$ cat config.mk
export PLATFORM = sky130hd
export DESIGN_NAME = button_conditioner_flat
export DESIGN_NICKNAME = d
export VERILOG_FILES = /design/src/rtl/button_conditioner_if.sv /design/src/rtl/button_conditioner.sv /design/src/flat_wrapper.sv
export SDC_FILE = /design/constraint.sdc
export NUM_CORES = 1
export LEC_CHECK = 0
export ABC_AREA = 1
export CAP_MARGIN = 40
export CORE_AREA = 2 2 94 96
export CTS_BUF_LIST = sky130_fd_sc_hd__clkbuf_8
export DETAILED_ROUTE_END_ITERATION = 10
export DIE_AREA = 0 0 96 98
export GPL_ROUTABILITY_DRIVEN = 0
export HOLD_SLACK_MARGIN = 0.15
export PLACE_DENSITY_LB_ADDON = 0.12
export SYNTH_ARGS = -nofsm -noshare
export SYNTH_HDL_FRONTEND = slang
export SYNTH_SLANG_ARGS = --single-unit
$ cat constraint.sdc
create_clock -name CLOCK_50 -period 1.8 [get_ports CLOCK_50]
set_clock_uncertainty 0.05 [all_clocks]
set_input_delay 0.27 -clock CLOCK_50 [delete_from_list [all_inputs] [get_ports CLOCK_50]]
set_output_delay 0.27 -clock CLOCK_50 [all_outputs]
set_load 0.01 [all_outputs]
$ cat src/rtl/button_conditioner_if.sv
// Button conditioner bundle: raw active-low keys in, conditioned step/dir controls out.
//   key_step_n, key_dir_n : raw asynchronous push-buttons (0 = pressed)
//   step_pulse            : one-cycle step strobe (press and auto-repeat)
//   dir                   : direction level, toggles per debounced dir press
//   step_held, dir_held   : debounced button levels (1 = pressed)
// master = board/chaser side, slave = the conditioner itself.
interface button_conditioner_if;
    logic key_step_n;
    logic key_dir_n;
    logic step_pulse;
    logic dir;
    logic step_held;
    logic dir_held;

    modport master (
        output key_step_n,
        output key_dir_n,
        input  step_pulse,
        input  dir,
        input  step_held,
        input  dir_held
    );

    modport slave (
        input  key_step_n,
        input  key_dir_n,
        output step_pulse,
        output dir,
        output step_held,
        output dir_held
    );
endinterface

$ cat src/rtl/button_conditioner.sv
// Synchronises and debounces the step and direction push-buttons for the LED chaser.
//   CLOCK_50 : system clock, all logic on rising edge
//   reset    : synchronous, active-high reset
//   btn      : slave side of button_conditioner_if (raw keys in, step/dir controls out)
// All outputs come straight from flops; there is no combinational input-to-output path.
module button_conditioner #(
    parameter int unsigned DEBOUNCE_CYCLES = 1000000,
    parameter int unsigned REPEAT_DELAY    = 25000000,
    parameter int unsigned REPEAT_PERIOD   = 5000000,
    parameter int unsigned CNT_W           = 26
) (
    input  logic                 CLOCK_50,
    input  logic                 reset,
    button_conditioner_if.slave  btn
);

    localparam int unsigned NCH     = 2;
    localparam int unsigned CH_STEP = 0;
    localparam int unsigned CH_DIR  = 1;

    localparam logic [CNT_W-1:0] DB_LAST     = CNT_W'(DEBOUNCE_CYCLES - 1);
    localparam logic [CNT_W-1:0] DELAY_LAST  = CNT_W'(REPEAT_DELAY - 1);
    localparam logic [CNT_W-1:0] PERIOD_LAST = CNT_W'(REPEAT_PERIOD - 1);
    localparam logic             REPEAT_EN   = (REPEAT_DELAY != 0);

    typedef enum logic {
        PH_INITIAL = 1'b0,
        PH_REPEAT  = 1'b1
    } phase_t;

    // Synchroniser flops keep the raw active-low polarity; debounced state is active-high.
    logic [NCH-1:0]   sync1_q;
    logic [NCH-1:0]   sync2_q;
    logic [NCH-1:0]   held_q, held_d;
    logic [CNT_W-1:0] db_cnt_q [NCH];
    logic [CNT_W-1:0] db_cnt_d [NCH];

    phase_t           phase_q, phase_d;
    logic [CNT_W-1:0] rcnt_q, rcnt_d;
    logic             pulse_q, pulse_d;
    logic             dir_q, dir_d;

    logic             step_rise;
    logic             step_stay;
    logic             dir_rise;
    logic [CNT_W-1:0] rep_last;

    // State register: synchronisers, debouncers, repeat engine, outputs.
    always_ff @(posedge CLOCK_50) begin
        if (reset) begin
            sync1_q <= '1;
            sync2_q <= '1;
            held_q  <= '0;
            for (int i = 0; i < NCH; i++) begin
                db_cnt_q[i] <= '0;
            end
            phase_q <= PH_INITIAL;
            rcnt_q  <= '0;
            pulse_q <= 1'b0;
            dir_q   <= 1'b0;
        end else begin
            sync1_q <= {btn.key_dir_n, btn.key_step_n};
            sync2_q <= sync1_q;
            held_q  <= held_d;
            for (int i = 0; i < NCH; i++) begin
                db_cnt_q[i] <= db_cnt_d[i];
            end
            phase_q <= phase_d;
            rcnt_q  <= rcnt_d;
            pulse_q <= pulse_d;
            dir_q   <= dir_d;
        end
    end

    // Next-state logic.
    always_comb begin
        held_d  = held_q;
        phase_d = phase_q;
        rcnt_d  = rcnt_q;
        pulse_d = 1'b0;
        dir_d   = dir_q;
        for (int i = 0; i < NCH; i++) begin
            db_cnt_d[i] = '0;
        end

        // Debounce: count consecutive disagreements; any agreement restarts the count.
        for (int i = 0; i < NCH; i++) begin
            if (~sync2_q[i] != held_q[i]) begin
                if (db_cnt_q[i] == DB_LAST) begin
                    held_d[i] = ~sync2_q[i];
                end else begin
                    db_cnt_d[i] = db_cnt_q[i] + CNT_W'(1);
                end
            end
        end

        step_rise = held_d[CH_STEP] & ~held_q[CH_STEP];
        step_stay = held_d[CH_STEP] &  held_q[CH_STEP];
        dir_rise  = held_d[CH_DIR]  & ~held_q[CH_DIR];
        rep_last  = (phase_q == PH_INITIAL) ? DELAY_LAST : PERIOD_LAST;

        // Step pulse on press, then auto-repeat while held; a release on this edge
        // takes the else branch, so a coincident repeat pulse is dropped.
        if (step_rise) begin
            pulse_d = 1'b1;
            rcnt_d  = '0;
            phase_d = PH_INITIAL;
        end else if (step_stay && REPEAT_EN) begin
            if (rcnt_q == rep_last) begin
                pulse_d = 1'b1;
                rcnt_d  = '0;
                phase_d = PH_REPEAT;
            end else begin
                rcnt_d = rcnt_q + CNT_W'(1);
            end
        end else begin
            rcnt_d  = '0;
            phase_d = PH_INITIAL;
        end

        // Direction flips together with the debounced press, so both update in one cycle.
        if (dir_rise) begin
            dir_d = ~dir_q;
        end
    end

    assign btn.step_pulse = pulse_q;
    assign btn.dir        = dir_q;
    assign btn.step_held  = held_q[CH_STEP];
    assign btn.dir_held   = held_q[CH_DIR];

endmodule

$ cat src/flat_wrapper.sv
// flat-port wrapper written by rule: the top's interface ports become plain ports
module button_conditioner_flat 
#(
    parameter int unsigned DEBOUNCE_CYCLES = 1000000,
    parameter int unsigned REPEAT_DELAY    = 25000000,
    parameter int unsigned REPEAT_PERIOD   = 5000000,
    parameter int unsigned CNT_W           = 26
)
  (CLOCK_50, reset, btn_key_step_n, btn_key_dir_n, btn_step_pulse, btn_dir, btn_step_held, btn_dir_held);
  button_conditioner_if btn_i ();
  input  logic CLOCK_50;
  input  logic reset;
  input wire logic [$bits(btn_i.key_step_n)-1:0] btn_key_step_n;
  input wire logic [$bits(btn_i.key_dir_n)-1:0] btn_key_dir_n;
  output wire logic [$bits(btn_i.step_pulse)-1:0] btn_step_pulse;
  output wire logic [$bits(btn_i.dir)-1:0] btn_dir;
  output wire logic [$bits(btn_i.step_held)-1:0] btn_step_held;
  output wire logic [$bits(btn_i.dir_held)-1:0] btn_dir_held;
  assign btn_i.key_step_n = btn_key_step_n;
  assign btn_i.key_dir_n = btn_key_dir_n;
  assign btn_step_pulse = btn_i.step_pulse;
  assign btn_dir = btn_i.dir;
  assign btn_step_held = btn_i.step_held;
  assign btn_dir_held = btn_i.dir_held;
  button_conditioner #(.DEBOUNCE_CYCLES(DEBOUNCE_CYCLES), .REPEAT_DELAY(REPEAT_DELAY), .REPEAT_PERIOD(REPEAT_PERIOD), .CNT_W(CNT_W)) u_core (.CLOCK_50(CLOCK_50), .reset(reset), .btn(btn_i));
endmodule
==> parameters.txt <==
Parameter                              Value

GRT
  Initial antenna violation count    0
  Via count of the first global-routing pass    4281
  Global-route congestion overflow total    0
  Global-route wire length before repair    18900 um
  Maximum number of pins on one net before global-route repair    30
  GRT Util Overall    24.9%

Setup path
  End of the worst register-to-register path    u_core.db_cnt_q[0][29]
  Setup CP Type    flip-flop to output pin
  Cell-by-cell listing of the critical path    buf_4 -> clkdlybuf4s50_1
  Endpoint type of the worst setup path    output pin
  CP max FO    4
  Worst-case reg-to-reg path depth    9
  Longest individual stage delay on the worst path    0.55 ns
  Delay-heaviest family, CP    buffers and inverters
  Slowest library cell on the worst path    clkdlybuf4s50_1
  Reg-to-reg startpoint    u_core.db_cnt_q[0][27]
  Worst reg-to-reg setup slack    0.14 ns
  Critical path buffer and inverter count    2
  Worst endpoint required time    1.48 ns
  Startpoint types    flip-flop
  Signal arrival time at the worst endpoint    1.42 ns

Timing
  Final worst-path cycle share    96.7%
  Post-Route Setup TNS    0 ns
  Final worst path period need    1.74 ns
  Slew Limit Fails    0
  Final hold viol count    0
  Final setup violation count    0
  Worst hold slack    0.372 ns
  Slew @ Worst Pin    0.493 ns
  FMAX    0.575 GHz
  Relative slew slack    66.9%
  RSZ-0062 raised after global routing    true

Worst hold path
  Worst-case hold path end point    u_core.sync2_q[1]
  Hold Path Depth    1
  Startpoint of the most critical hold path    u_core.sync1_q[1]
  Worst min-delay path category    flip-flop to flip-flop

Die
  Vertical die dimension    98 um
  Initial core utilization    56.6%
  I/O pin count    8
  Die Area    0.00941 mm2
  Core ar.    0.00847 mm2
  Die Wd    96 um
  Row cnt    34

Clocking
  Number of sinks handled by clock tree synthesis    87
  Count of hold-fix buffers inserted at cts    0
  CTS tree    done
  H-Tree Level Count    3
  Max clock buf depth    2
  Clk root buf    clkbuf_8
  Clock-pin slew on the worst setup and hold paths    0.09 ns
  Number of CTS-inserted buffers    9
  Clock latency at the later pin of the worst-skew pair    0.36 ns

Layout
  Layout overhead on the synthesized area    10.1%
  Area of the multi-input gates    0.00265 mm2
  Count of fill cells added during filler insertion    826
  Post-layout instance area    0.00527 mm2
  Final net count    774
  ANT cells    0
  Fraction of final layout cells sized beyond drive strength 1    8.43%
  Sequential Area    0.00174 mm2
  Finished Layout Cells    879

Synth
  Number of unique standard cell types used by synthesis    29
  Post-Syn Nets    750
  Synthesis warning total    0
  Mean area per synthesized cell    6.45 um2
  Sequential share of the synthesized area    36.4%
  Cell count after synthesis    743
  Post-synthesis cell area    0.00479 mm2
  Flop and latch count out of synthesis    87

Drt
  DRC violations left    0
  Final ANT Viol Nets    0
  Routed via count divided by cell count    5.26
  Total wire length    10800 um
  Detailed router's first-iteration violation count    298
  Count of vias placed by the detailed router    4625
  Post-DR wirelength/cell    12.3 um
  Total iterations of the first detailed-routing run    5

Power
  Static Leak    1.69 nW
  Areal power density over the cells    600 mW/mm2
  VDD IR-drop max    364 uV
  Overall power after layout    3.16 mW

Place
  Area post-placement    0.00507 mm2
  Total placed cells including tap cells    863
  Input/output buffers    7
  Sum of net half-perimeters after detailed placement    8350 um

Status
  Result of the run    finished clean

Job
  Reported max-cap violation count    0
-- cell families (layout without fill, tap and decap cells) --
group	Yosys count	after routing	synth area share [%]
XOR/XNOR	25	25	4.57
AO/OA/AOI/OAI	49	49	5.38
adder cells (fa/ha/maj)	3	3	0.784
flip-flops	87	87	36.4
buffers and inverters	106	134	9.06
AND/OR/NAND/NOR	473	473	43.8
-- power by group --
part           switching, mW  leakage (nW)  internal (mW)  total (mW)
Sequential           0.00224         0.701           1.93        1.93
Combinational         0.0187         0.901         0.0182      0.0369
Clock                  0.675        0.0868          0.519        1.19
-- timing repair --
item                       in CTS  in global routing
setup buffers                   0                  1
setup endpoints to repair       0                 33
resized for setup               0                  8
-- worst max path at each step --
stage / start / slack, ns / cells past startpoint / endpoint
6_report: u_core.held_q[0] / 0.06 / 2 / btn_step_held
5_1_grt: u_core.db_cnt_q[0][27] / -0.03 / 8 / u_core.db_cnt_q[0][44]
4_1_cts: u_core.held_q[0] / 0.06 / 2 / btn_step_held
3_5_place_dp: u_core.rcnt_q[1] / 0.09 / 8 / u_core.rcnt_q[23]
3_3_place_gp: u_core.rcnt_q[1] / 0.14 / 8 / u_core.rcnt_q[23]
2_1_floorplan: u_core.rcnt_q[0] / 0.11 / 9 / u_core.rcnt_q[0]
-- layout make-up --
class	count	area share (%)
multi-input combinational	550	50.2
clock buffer	10	2.61
tap	108	2.56
timing repair buffer	22	4.18
clock inverter	5	0.522
inverter	97	6.91
sequential	87	33.0
-- flip-flops by register name, indices dropped and copies added, names as in the netlist --
| register | count |
|---|---|
| u_core.sync1_q | 2 |
| u_core.phase_q | 1 |
| u_core.rcnt_q | 26 |
| u_core.btn.step_pulse | 1 |
| u_core.sync2_q | 2 |
| u_core.btn.dir | 1 |
| u_core.db_cnt_q | 52 |
| u_core.held_q | 2 |
-- layout by cell type (no fill, tap or decap), types with 8 or more instances in the layout --
cell type / netlist / layout
xor2_1: 15 / 15
nand3_1: 43 / 43
nand2_1: 212 / 211
dfxtp_1: 87 / 87
inv_1: 96 / 98
nor3_1: 36 / 35
a21oi_1: 37 / 37
o21ai_0: 8 / 8
xnor2_1: 10 / 10
nor3_2: 10 / 11
or2_2: 8 / 8
clkbuf_8: 0 / 10
nor2_1: 128 / 125
buf_4: 0 / 12
nand4_1: 14 / 14
-- per-layer routing --
metal  share of wire [%]  vias to the layer above  global-route usage (%)
met5                   0                        -                       0
met2                  47                      118                    40.4
met3                 4.6                       20                    4.32
li1                    -                     2384                       -
met4                 2.5                        0                    9.34
met1                  46                     2103                    32.8
-- Yosys cell counts, drive strengths merged --
library cell,instances,area share [%]
a21oi,37,3.9
buf,9,1.5
dfxtp,87,36
ha,3,0.78
inv,97,7.6
nand2,215,17
nand3,47,5.5
nand3b,6,0.94
nand4,14,1.8
nor2,130,11
nor3,46,5.9
nor3b,6,0.94
o21ai,10,1.1
o21bai,1,0.24
o31ai,1,0.16
or2,9,1.2
xnor2,10,1.8
xor2,15,2.7
-- stage by stage --
step | utilization, % | worst slack [ns]
2_1_floorplan | - | 0.112
4_1_cts | 61.8 | 0.0608
6_report | 62.3 | 0.0603
3_5_place_dp | 59.9 | 0.0852
3_3_place_gp | 59.9 | 0.138
5_1_grt | 62.3 | -0.0284
Note: power is estimated with default switching activity, not from simulation.
